File: src/rtl/counter_ctrl.sv
// Command-driven controller for an external up-counter: LOAD/START/STOP/CLEAR with terminal-count detection.
// Optional build macro COUNTER_CTRL_AUTORELOAD_EN: terminal count reloads and keeps running instead of returning to idle.
module counter_ctrl #(
  parameter int               WIDTH        = 8,
  parameter logic [WIDTH-1:0] DEFAULT_LOAD = '0
) (
  input  logic             clk,
  input  logic             reset,
  input  logic             cmd_valid,
  output logic             cmd_ready,
  input  logic [1:0]       cmd_op,
  input  logic [WIDTH-1:0] cmd_data,
  output logic             cnt_en,
  output logic             cnt_load,
  output logic [WIDTH-1:0] cnt_load_val,
  input  logic [WIDTH-1:0] cnt_value,
  output logic             busy,
  output logic             done,
  output logic             err,
  output logic [1:0]       dbg_state
);

  // Handshake: a command transfers on a rising clk edge where cmd_valid and
  // cmd_ready are both 1; cmd_ready is low in LOAD and DONE and during reset.

  localparam logic [1:0] OP_LOAD  = 2'b00;
  localparam logic [1:0] OP_START = 2'b01;
  localparam logic [1:0] OP_STOP  = 2'b10;
  localparam logic [1:0] OP_CLEAR = 2'b11;

`ifdef COUNTER_CTRL_AUTORELOAD_EN
  localparam bit AUTORELOAD = 1'b1;
`else
  localparam bit AUTORELOAD = 1'b0;
`endif

  typedef enum logic [1:0] {
    S_IDLE = 2'd0,
    S_LOAD = 2'd1,
    S_RUN  = 2'd2,
    S_DONE = 2'd3
  } state_t;

  state_t           r_state;
  state_t           w_next_state;
  logic [WIDTH-1:0] r_term;
  logic [WIDTH-1:0] w_next_term;
  logic [WIDTH-1:0] r_load_val;
  logic [WIDTH-1:0] w_next_load_val;
  logic             w_next_err;
  logic             w_accept;
  logic             w_match;

  logic             r_cmd_ready;
  logic             r_cnt_en;
  logic             r_cnt_load;
  logic             r_busy;
  logic             r_done;
  logic             r_err;

  logic             w_next_cmd_ready;
  logic             w_next_cnt_en;
  logic             w_next_cnt_load;
  logic             w_next_busy;
  logic             w_next_done;

  assign w_accept = cmd_valid && r_cmd_ready;
  assign w_match  = (cnt_value == r_term);

  always_comb begin
    w_next_state    = r_state;
    w_next_term     = r_term;
    w_next_load_val = r_load_val;
    w_next_err      = 1'b0;
    case (r_state)
      S_IDLE: begin
        if (w_accept) begin
          case (cmd_op)
            OP_LOAD: begin
              w_next_load_val = cmd_data;
              w_next_state    = S_LOAD;
            end
            OP_START: begin
              w_next_term  = cmd_data;
              w_next_state = S_RUN;
            end
            OP_CLEAR: begin
              w_next_load_val = DEFAULT_LOAD;
              w_next_state    = S_LOAD;
            end
            default: w_next_state = S_IDLE;
          endcase
        end
      end
      S_LOAD: w_next_state = S_IDLE;
      S_RUN: begin
        // Terminal match has priority; any command in the same cycle is dropped.
        if (w_match) begin
          w_next_state = S_DONE;
        end else if (w_accept) begin
          case (cmd_op)
            OP_STOP: w_next_state = S_IDLE;
            OP_CLEAR: begin
              w_next_load_val = DEFAULT_LOAD;
              w_next_state    = S_LOAD;
            end
            default: w_next_err = 1'b1;
          endcase
        end
      end
      S_DONE: w_next_state = AUTORELOAD ? S_RUN : S_IDLE;
      default: w_next_state = S_IDLE;
    endcase
  end

  // Outputs are decoded from the next state and registered, so they line up with r_state.
  always_comb begin
    w_next_cmd_ready = (w_next_state == S_IDLE) || (w_next_state == S_RUN);
    w_next_cnt_en    = (w_next_state == S_RUN);
    w_next_cnt_load  = (w_next_state == S_LOAD) || (AUTORELOAD && (w_next_state == S_DONE));
    w_next_busy      = (w_next_state != S_IDLE);
    w_next_done      = (w_next_state == S_DONE);
  end

  always_ff @(posedge clk or posedge reset) begin
    if (reset) begin
      r_state     <= S_IDLE;
      r_term      <= '0;
      r_load_val  <= DEFAULT_LOAD;
      r_cmd_ready <= 1'b0;
      r_cnt_en    <= 1'b0;
      r_cnt_load  <= 1'b0;
      r_busy      <= 1'b0;
      r_done      <= 1'b0;
      r_err       <= 1'b0;
    end else begin
      r_state     <= w_next_state;
      r_term      <= w_next_term;
      r_load_val  <= w_next_load_val;
      r_cmd_ready <= w_next_cmd_ready;
      r_cnt_en    <= w_next_cnt_en;
      r_cnt_load  <= w_next_cnt_load;
      r_busy      <= w_next_busy;
      r_done      <= w_next_done;
      r_err       <= w_next_err;
    end
  end

  assign cmd_ready    = r_cmd_ready;
  assign cnt_en       = r_cnt_en;
  assign cnt_load     = r_cnt_load;
  assign cnt_load_val = r_load_val;
  assign busy         = r_busy;
  assign done         = r_done;
  assign err          = r_err;
  assign dbg_state    = r_state;

endmodule
File: config.mk
export PLATFORM = sky130hd
export DESIGN_NAME = counter_ctrl
export DESIGN_NICKNAME = d
export VERILOG_FILES = /design/src/rtl/counter_ctrl.sv
export SDC_FILE = /design/constraint.sdc
export NUM_CORES = 1
export LEC_CHECK = 0
export CORE_UTILIZATION = 47
export DETAILED_ROUTE_END_ITERATION = 10
export PLACE_DENSITY = 0.82
export SETUP_SLACK_MARGIN = 0.4
export SLEW_MARGIN = 20
export SYNTH_ARGS = -nofsm -noshare
export SYNTH_HDL_FRONTEND = slang
export SYNTH_SLANG_ARGS = --single-unit
export TNS_END_PERCENT = 10
File: constraint.sdc
create_clock -name clk -period 3.7 [get_ports clk]
set_input_delay 0.555 -clock clk [delete_from_list [all_inputs] [get_ports clk]]
set_output_delay 0.555 -clock clk [all_outputs]
set_load 0.05 [all_outputs]
==> results of run 1 <==
-- synth_stat cells --
library cell and instances:
dfrtp_1 24, mux2_2 6, nor4b_4 1, o21ai_0 1
and3b_1 1, nand4b_1 1, or2_2 2, nand2_1 2
a22o_1 8, nor3_2 1, a21oi_1 1, a211oi_2 2
ha_1 3, inv_1 3, mux2_1 2, xnor2_1 8
or3_1 1, buf_2 1, a21o_1 1, nor2_1 3
nand3_1 1, nand4_1 2, nor3b_1 2, o31ai_2 1
nor4b_1 1, nand2b_1 2
-- state kept, by name, indices dropped and copies added (netlist names) --
signal / cells
busy: 1
dbg_state: 2
err: 1
cnt_load: 1
cnt_en: 1
done: 1
cnt_load_val: 8
cmd_ready: 1
r_term: 8
-- cell usage in the layout (no fill, tap or decap), drive strengths merged --
master,n
clkbuf,3
ha,3
nand4b,1
and3b,1
mux2,8
a21o,1
or3,1
o31ai,1
nor3b,2
o21ai,1
nor3,1
inv,3
a21oi,1
a211oi,2
nor4b,2
nand4,2
nand2b,2
nand2,2
clkdlybuf4s50,36
dfrtp,24
or2,2
nor2,3
nand3,1
a22o,8
xnor2,8
-- logic make-up (layout without fill, tap and decap cells) --
| group | Yosys count | count (layout) | share of synthesized area |
|---|---|---|---|
| and+or+nand+nor | 20 | 20 | 0.132 |
| AOI/OAI and AO/OA | 14 | 14 | 0.116 |
| muxes | 8 | 8 | 0.0832 |
| xor gates and xnor gates | 8 | 8 | 0.0647 |
| buffers and inverters | 4 | 42 | 0.0150 |
| DFF | 24 | 24 | 0.555 |
| adders and majority gates | 3 | 3 | 0.0347 |
-- layout make-up --
type                            instances  area (um2)
Clock buffer                            3        22.5
Fill cell                             165         696
Inverter                                3        11.3
Multi-Input combinational cell         53         465
Sequential cell                        24         601
Tap cell                               28        35.0
Timing Repair Buffer                   36         360
-- power breakdown --
part	internal (uW)	switching, uW
logic	239	343
registers	368	74.1
clock network	37.9	69.9
-- metal layers --
layer | wire [um] | GRT usage | vias up
met2 | 1130 | 0.327 | 20
met1 | 964 | 0.266 | 372
met4 | 17 | 0.0571 | 0
met3 | 73 | 0.0370 | 2
met5 | 0 | 0 | -
li1 | - | - | 370
-- per-stage QoR --
| step | cell area, um2 | setup slack, ns |
|---|---|---|
| final | 1500 | 1.49 |
| after global routing | 1500 | 1.41 |
| after CTS | 1500 | 1.47 |
| after detailed placement | 1470 | 1.26 |
| after global placement | 1470 | 1.29 |
| after floorplan | 1080 | 1.86 |
-- worst paths after layout --
check	slack [ns]	startpoint	cells past startpoint	to
worst min register to register	0.51	cnt_load_val[0]	1	cnt_load_val[0]
worst min-delay path	0.51	cnt_load_val[0]	1	cnt_load_val[0]
worst max-delay path	1.49	dbg_state[0]	1	dbg_state[0]
min in group asynchronous	0.74	reset	2	cnt_load_val[0]
max in group asynchronous	2.41	reset	2	cnt_en
worst max register to register	1.99	r_term[4]	4	cnt_load_val[1]
==> results.sh, run 1 <==
export IMPL_finalHoldViolCount=0
export IMPL_drcViolationCount=0
export IMPL_ant_nets=0
export IMPL_period_needed_ns=2.21
export IMPL_grt_max_degree=25
export IMPL_clock_latency_ns=0.30
export IMPL_end_kind="output port"
export IMPL_crit_fanout=6
export IMPL_grt_overflow_total=0
export IMPL_vias=764
export IMPL_syn_num_nets=105
export IMPL_tns_ns=0
export IMPL_syn_inst=81
export IMPL_drv_slew=0
export IMPL_numPortBuffers=36
export IMPL_antenna_cells=0
export IMPL_ys_ff_latch=24
export IMPL_hold_path_class="reg -> reg"
export IMPL_grt_usage=0.199
export IMPL_period_share=0.597
export IMPL_ir_worst_vdd_mv=0.503
export IMPL_wl_um=2190
export IMPL_core_area_mm2=0.00219
export IMPL_tightest_slew_ns=0.905
export IMPL_synth_area_mm2=0.00108
export IMPL_cts_made_buffers=3
export IMPL_p_leak_uw=0.000639
export IMPL_cts_root_buffer="clkbuf_4"
export IMPL_yosysTopAreaCell="dfrtp_1"
export IMPL_clock_sinks=24
export IMPL_dp_final_hpwl_um=1690
export IMPL_run_status="finished, final reports clean"
export IMPL_initial_core_util=0.494
export IMPL_dieArea_mm2=0.00250
export IMPL_fp_dieW_um=50.0
export IMPL_nets=145
export IMPL_gp_congestion=0.804
export IMPL_synth_top_cell_area_share=0.555
export IMPL_placement_rows=17
export IMPL_grt_pass1_wl_um=3670
export IMPL_setup_viol=0
export IMPL_power_total_uw=1130
export IMPL_cts_path_max_buffers=2
export IMPL_crit_path_max_incr_delay_ns=0.85
export IMPL_crit_path_cell_trace="clkdlybuf4s50_1"
export IMPL_powerDensity_mw_per_mm2=757
export IMPL_critPathTopFamily="buffers and inverters"
export IMPL_place_inst=144
export IMPL_die_h_um=50.0
export IMPL_drt_iter0_markers=8
export IMPL_fin_util=0.682
export IMPL_cp_start_kind="flip-flop"
export IMPL_worstPathArrival_ns=1.65
export IMPL_ios=37
export IMPL_drv_cap=0
export IMPL_slew_headroom=0.396
export IMPL_path_class="reg -> out"
export IMPL_holdWs_ns=0.513
export IMPL_post_cts_buffers=0
export IMPL_synth_warnings=0
export IMPL_finClkSkew_ns=0.00675
export IMPL_wl_per_cell_um=14.9
export IMPL_finalNonFillerCells=147
export IMPL_h_tree_depth=1
export IMPL_cp_slowest_cell="clkdlybuf4s50_1"
export IMPL_rsz0062_at_grt="no"
export IMPL_areaGrowthSynthToFinish_pct=38.1
export IMPL_synth_seq_area_share=0.555
export IMPL_drtPass1Iterations=4
export IMPL_ctsHoldBuffers=0
export IMPL_cp_required_ns=3.14
export IMPL_drive_above_1_share=0.134
export IMPL_ys_types=26
export IMPL_synthTopCellsByArea="dfrtp_1 55%, a22o_1 6.5%, xnor2_1 6.5%, mux2_2 6.2%, ha_1 3.5%"
export IMPL_fmax_ghz=0.453
export IMPL_syn_mean_instance_area_um2=13.4
export IMPL_cts_tree="yes"
export IMPL_antenna_found_initial=0
export IMPL_clk_pin_slew_ns=0.12
export IMPL_grt_pass1_vias=776
export IMPL_critical_path_buf_inv_count=1
export IMPL_drt_vias_per_instance=5.20
export IMPL_cts_resized_gates=0
No activity file was read; power rests on OpenSTA's default activity.
==> inputs of run 2 (changes only) <==
CORE_ASPECT_RATIO = 0.5   (was default)
CORE_UTILIZATION = 40   (was 47)
PLACE_DENSITY = 0.75   (was 0.82)
clock period = 1.8 ns   (was 3.7 ns; I/O delays follow)
==> run 2 against run 1 <==
Combinational power grew 120%; power grew 120%; utilization grew 2.4 points; highest routed layer unchanged; first-iteration DRC count grew to 3.0 times the previous value; via count grew 7.5%; clock power grew to 3.2 times the previous value; worst hold slack lost 0.16 ns; register-to-register slack lost 1.7 ns.
==> results.sh, run 2 (synthesis results as in run 1) <==
export IMPL_h_tree_depth=1
export IMPL_grt_usage=0.188
export IMPL_grt_max_degree=25
export IMPL_finClkSkew_ns=0.00363
export IMPL_drv_slew=0
export IMPL_dp_final_hpwl_um=1750
export IMPL_fin_ws_ns=0.161
export IMPL_path_class="reg -> out"
export IMPL_gp_congestion=0.739
export IMPL_drive_above_1_share=0.326
export IMPL_slew_headroom=0.669
export IMPL_cp_slowest_cell="clkdlybuf4s50_1"
export IMPL_antenna_found_initial=0
export IMPL_drt_vias_per_instance=4.83
export IMPL_period_share=0.911
export IMPL_place_inst=161
export IMPL_finalNonFillerCells=170
export IMPL_critical_path_buf_inv_count=1
export IMPL_p_clk_frac=0.138
export IMPL_drtPass1Iterations=2
export IMPL_rsz0062_at_grt="yes"
export IMPL_wl_per_cell_um=14.3
export IMPL_worstPathArrival_ns=1.37
export IMPL_seq_power_share=0.362
export IMPL_p_leak_uw=0.000816
export IMPL_initial_core_util=0.453
export IMPL_drv_cap=0
export IMPL_die_h_um=38.8
export IMPL_cts_root_buffer="clkbuf_8"
export IMPL_core_area_mm2=0.00239
export IMPL_cts_made_buffers=3
export IMPL_critPathTopFamily="buffers and inverters"
export IMPL_ir_worst_vdd_mv=0.742
export IMPL_drt_iter0_markers=24
export IMPL_cts_path_max_buffers=2
export IMPL_drcViolationCount=0
export IMPL_ctsHoldBuffers=0
export IMPL_grt_overflow_total=0
export IMPL_final_cell_mix="21 x dfrtp_1, 18 x clkdlybuf4s50_1, 17 x buf_4"
export IMPL_antenna_cells=0
export IMPL_p_sw_uw=1050
export IMPL_powerDensity_mw_per_mm2=1490
export IMPL_p_comb_frac=0.500
export IMPL_dp_slack_ns=-0.218
export IMPL_clk_pin_slew_ns=0.08
export IMPL_cp_start_kind="flip-flop"
export IMPL_wl_um=2430
export IMPL_mostFrequentLayoutCell="dfrtp_1"
export IMPL_crit_path_max_incr_delay_ns=0.79
export IMPL_finalHoldViolCount=0
export IMPL_placement_rows=12
export IMPL_cts_tree="yes"
export IMPL_grt_pass1_wl_um=3800
export IMPL_grt_pass1_vias=838
export IMPL_fp_dieW_um=75.6
export IMPL_cp_required_ns=1.53
export IMPL_ant_nets=0
export IMPL_numPortBuffers=36
export IMPL_tightest_slew_ns=0.496
export IMPL_period_needed_ns=1.64
export IMPL_vias=821
export IMPL_p_int_uw=1460
export IMPL_end_kind="output port"
export IMPL_nets=160
export IMPL_crit_path_cell_trace="clkdlybuf4s50_1"
export IMPL_holdWs_ns=0.356
export IMPL_switching_share=0.418
export IMPL_hold_path_class="in -> async"
export IMPL_clock_latency_ns=0.26
export IMPL_worst_r2r_setup_slack_ns=0.26
export IMPL_areaGrowthSynthToFinish_pct=55.7
export IMPL_dieArea_mm2=0.00293
export IMPL_fmax_ghz=0.610
export IMPL_clock_sinks=24
export IMPL_ios=37
export IMPL_run_status="finished, final reports clean"
export IMPL_setup_viol=0
export IMPL_crit_fanout=1
-- run 2: changes by cell type in the layout (fill, tap and decap cells not counted), sizes merged --
| cell | previous run | this run |
|---|---|---|
| buf | 0 | 19 |
| clkdlybuf4s50 | 36 | 18 |
| dlygate4sd2 | 0 | 10 |
| dlymetal6s2s | 0 | 3 |
| clkbuf | 3 | 4 |
| clkdlybuf4s15 | 0 | 1 |
-- run 2: stage by stage --
step / utilization / total power, uW / instance area (um2) / TNS (ns)
finish: 0.706 / 2510 / 1690 / 0
global route: 0.706 / 2650 / 1690 / 0
CTS: 0.703 / 2530 / 1680 / 0
detailed placement: 0.654 / 2170 / 1560 / -3.71
global placement: 0.654 / 2140 / 1560 / -3.60
floorplan: - / 1720 / 1090 / 0
-- run 2: power groups by stage --
stage	clock, uW	sequential, uW	combinational [uW]
6_report	346	910	1260
5_1_grt	382	939	1330
4_1_cts	360	909	1260
3_5_place_dp	0	934	1240
3_3_place_gp	0	928	1210
2_1_floorplan	0	1350	366
-- run 2: per-layer routing --
| layer | track usage | up-vias | part of all wire |
|---|---|---|---|
| li1 | - | 400 | - |
| met1 | 0.217 | 404 | 0.45 |
| met2 | 0.357 | 15 | 0.51 |
| met3 | 0.0391 | 2 | 0.028 |
| met4 | 0.0556 | 0 | 0.0078 |
| met5 | 0 | - | 0 |
-- run 2: final cells by class --
cell class                      instances  area (um2)
Inverter                                3        11.3
Fill cell                             183         702
Timing Repair Buffer                   51         469
Sequential cell                        24         604
Tap cell                               35        43.8
Clock buffer                            4        55.1
Multi-Input combinational cell         53         502
-- run 2: worst paths after layout --
path / start / end / cells past startpoint
setup / recovery: done / done / 1
hold / removal: reset / cnt_en / 3
setup reg to reg: dbg_state[1] / cnt_load_val[0] / 6
hold reg to reg: cnt_load_val[6] / cnt_load_val[6] / 1
max in group asynchronous: reset / dbg_state[0] / 3
min in group clk: cmd_op[0] / cmd_ready / 4
-- run 2: timing repair --
item	CTS	global route
endpoints found under the setup margin	36	36
pin swaps	2	0
buffers inserted	5	0
resized for setup	21	3
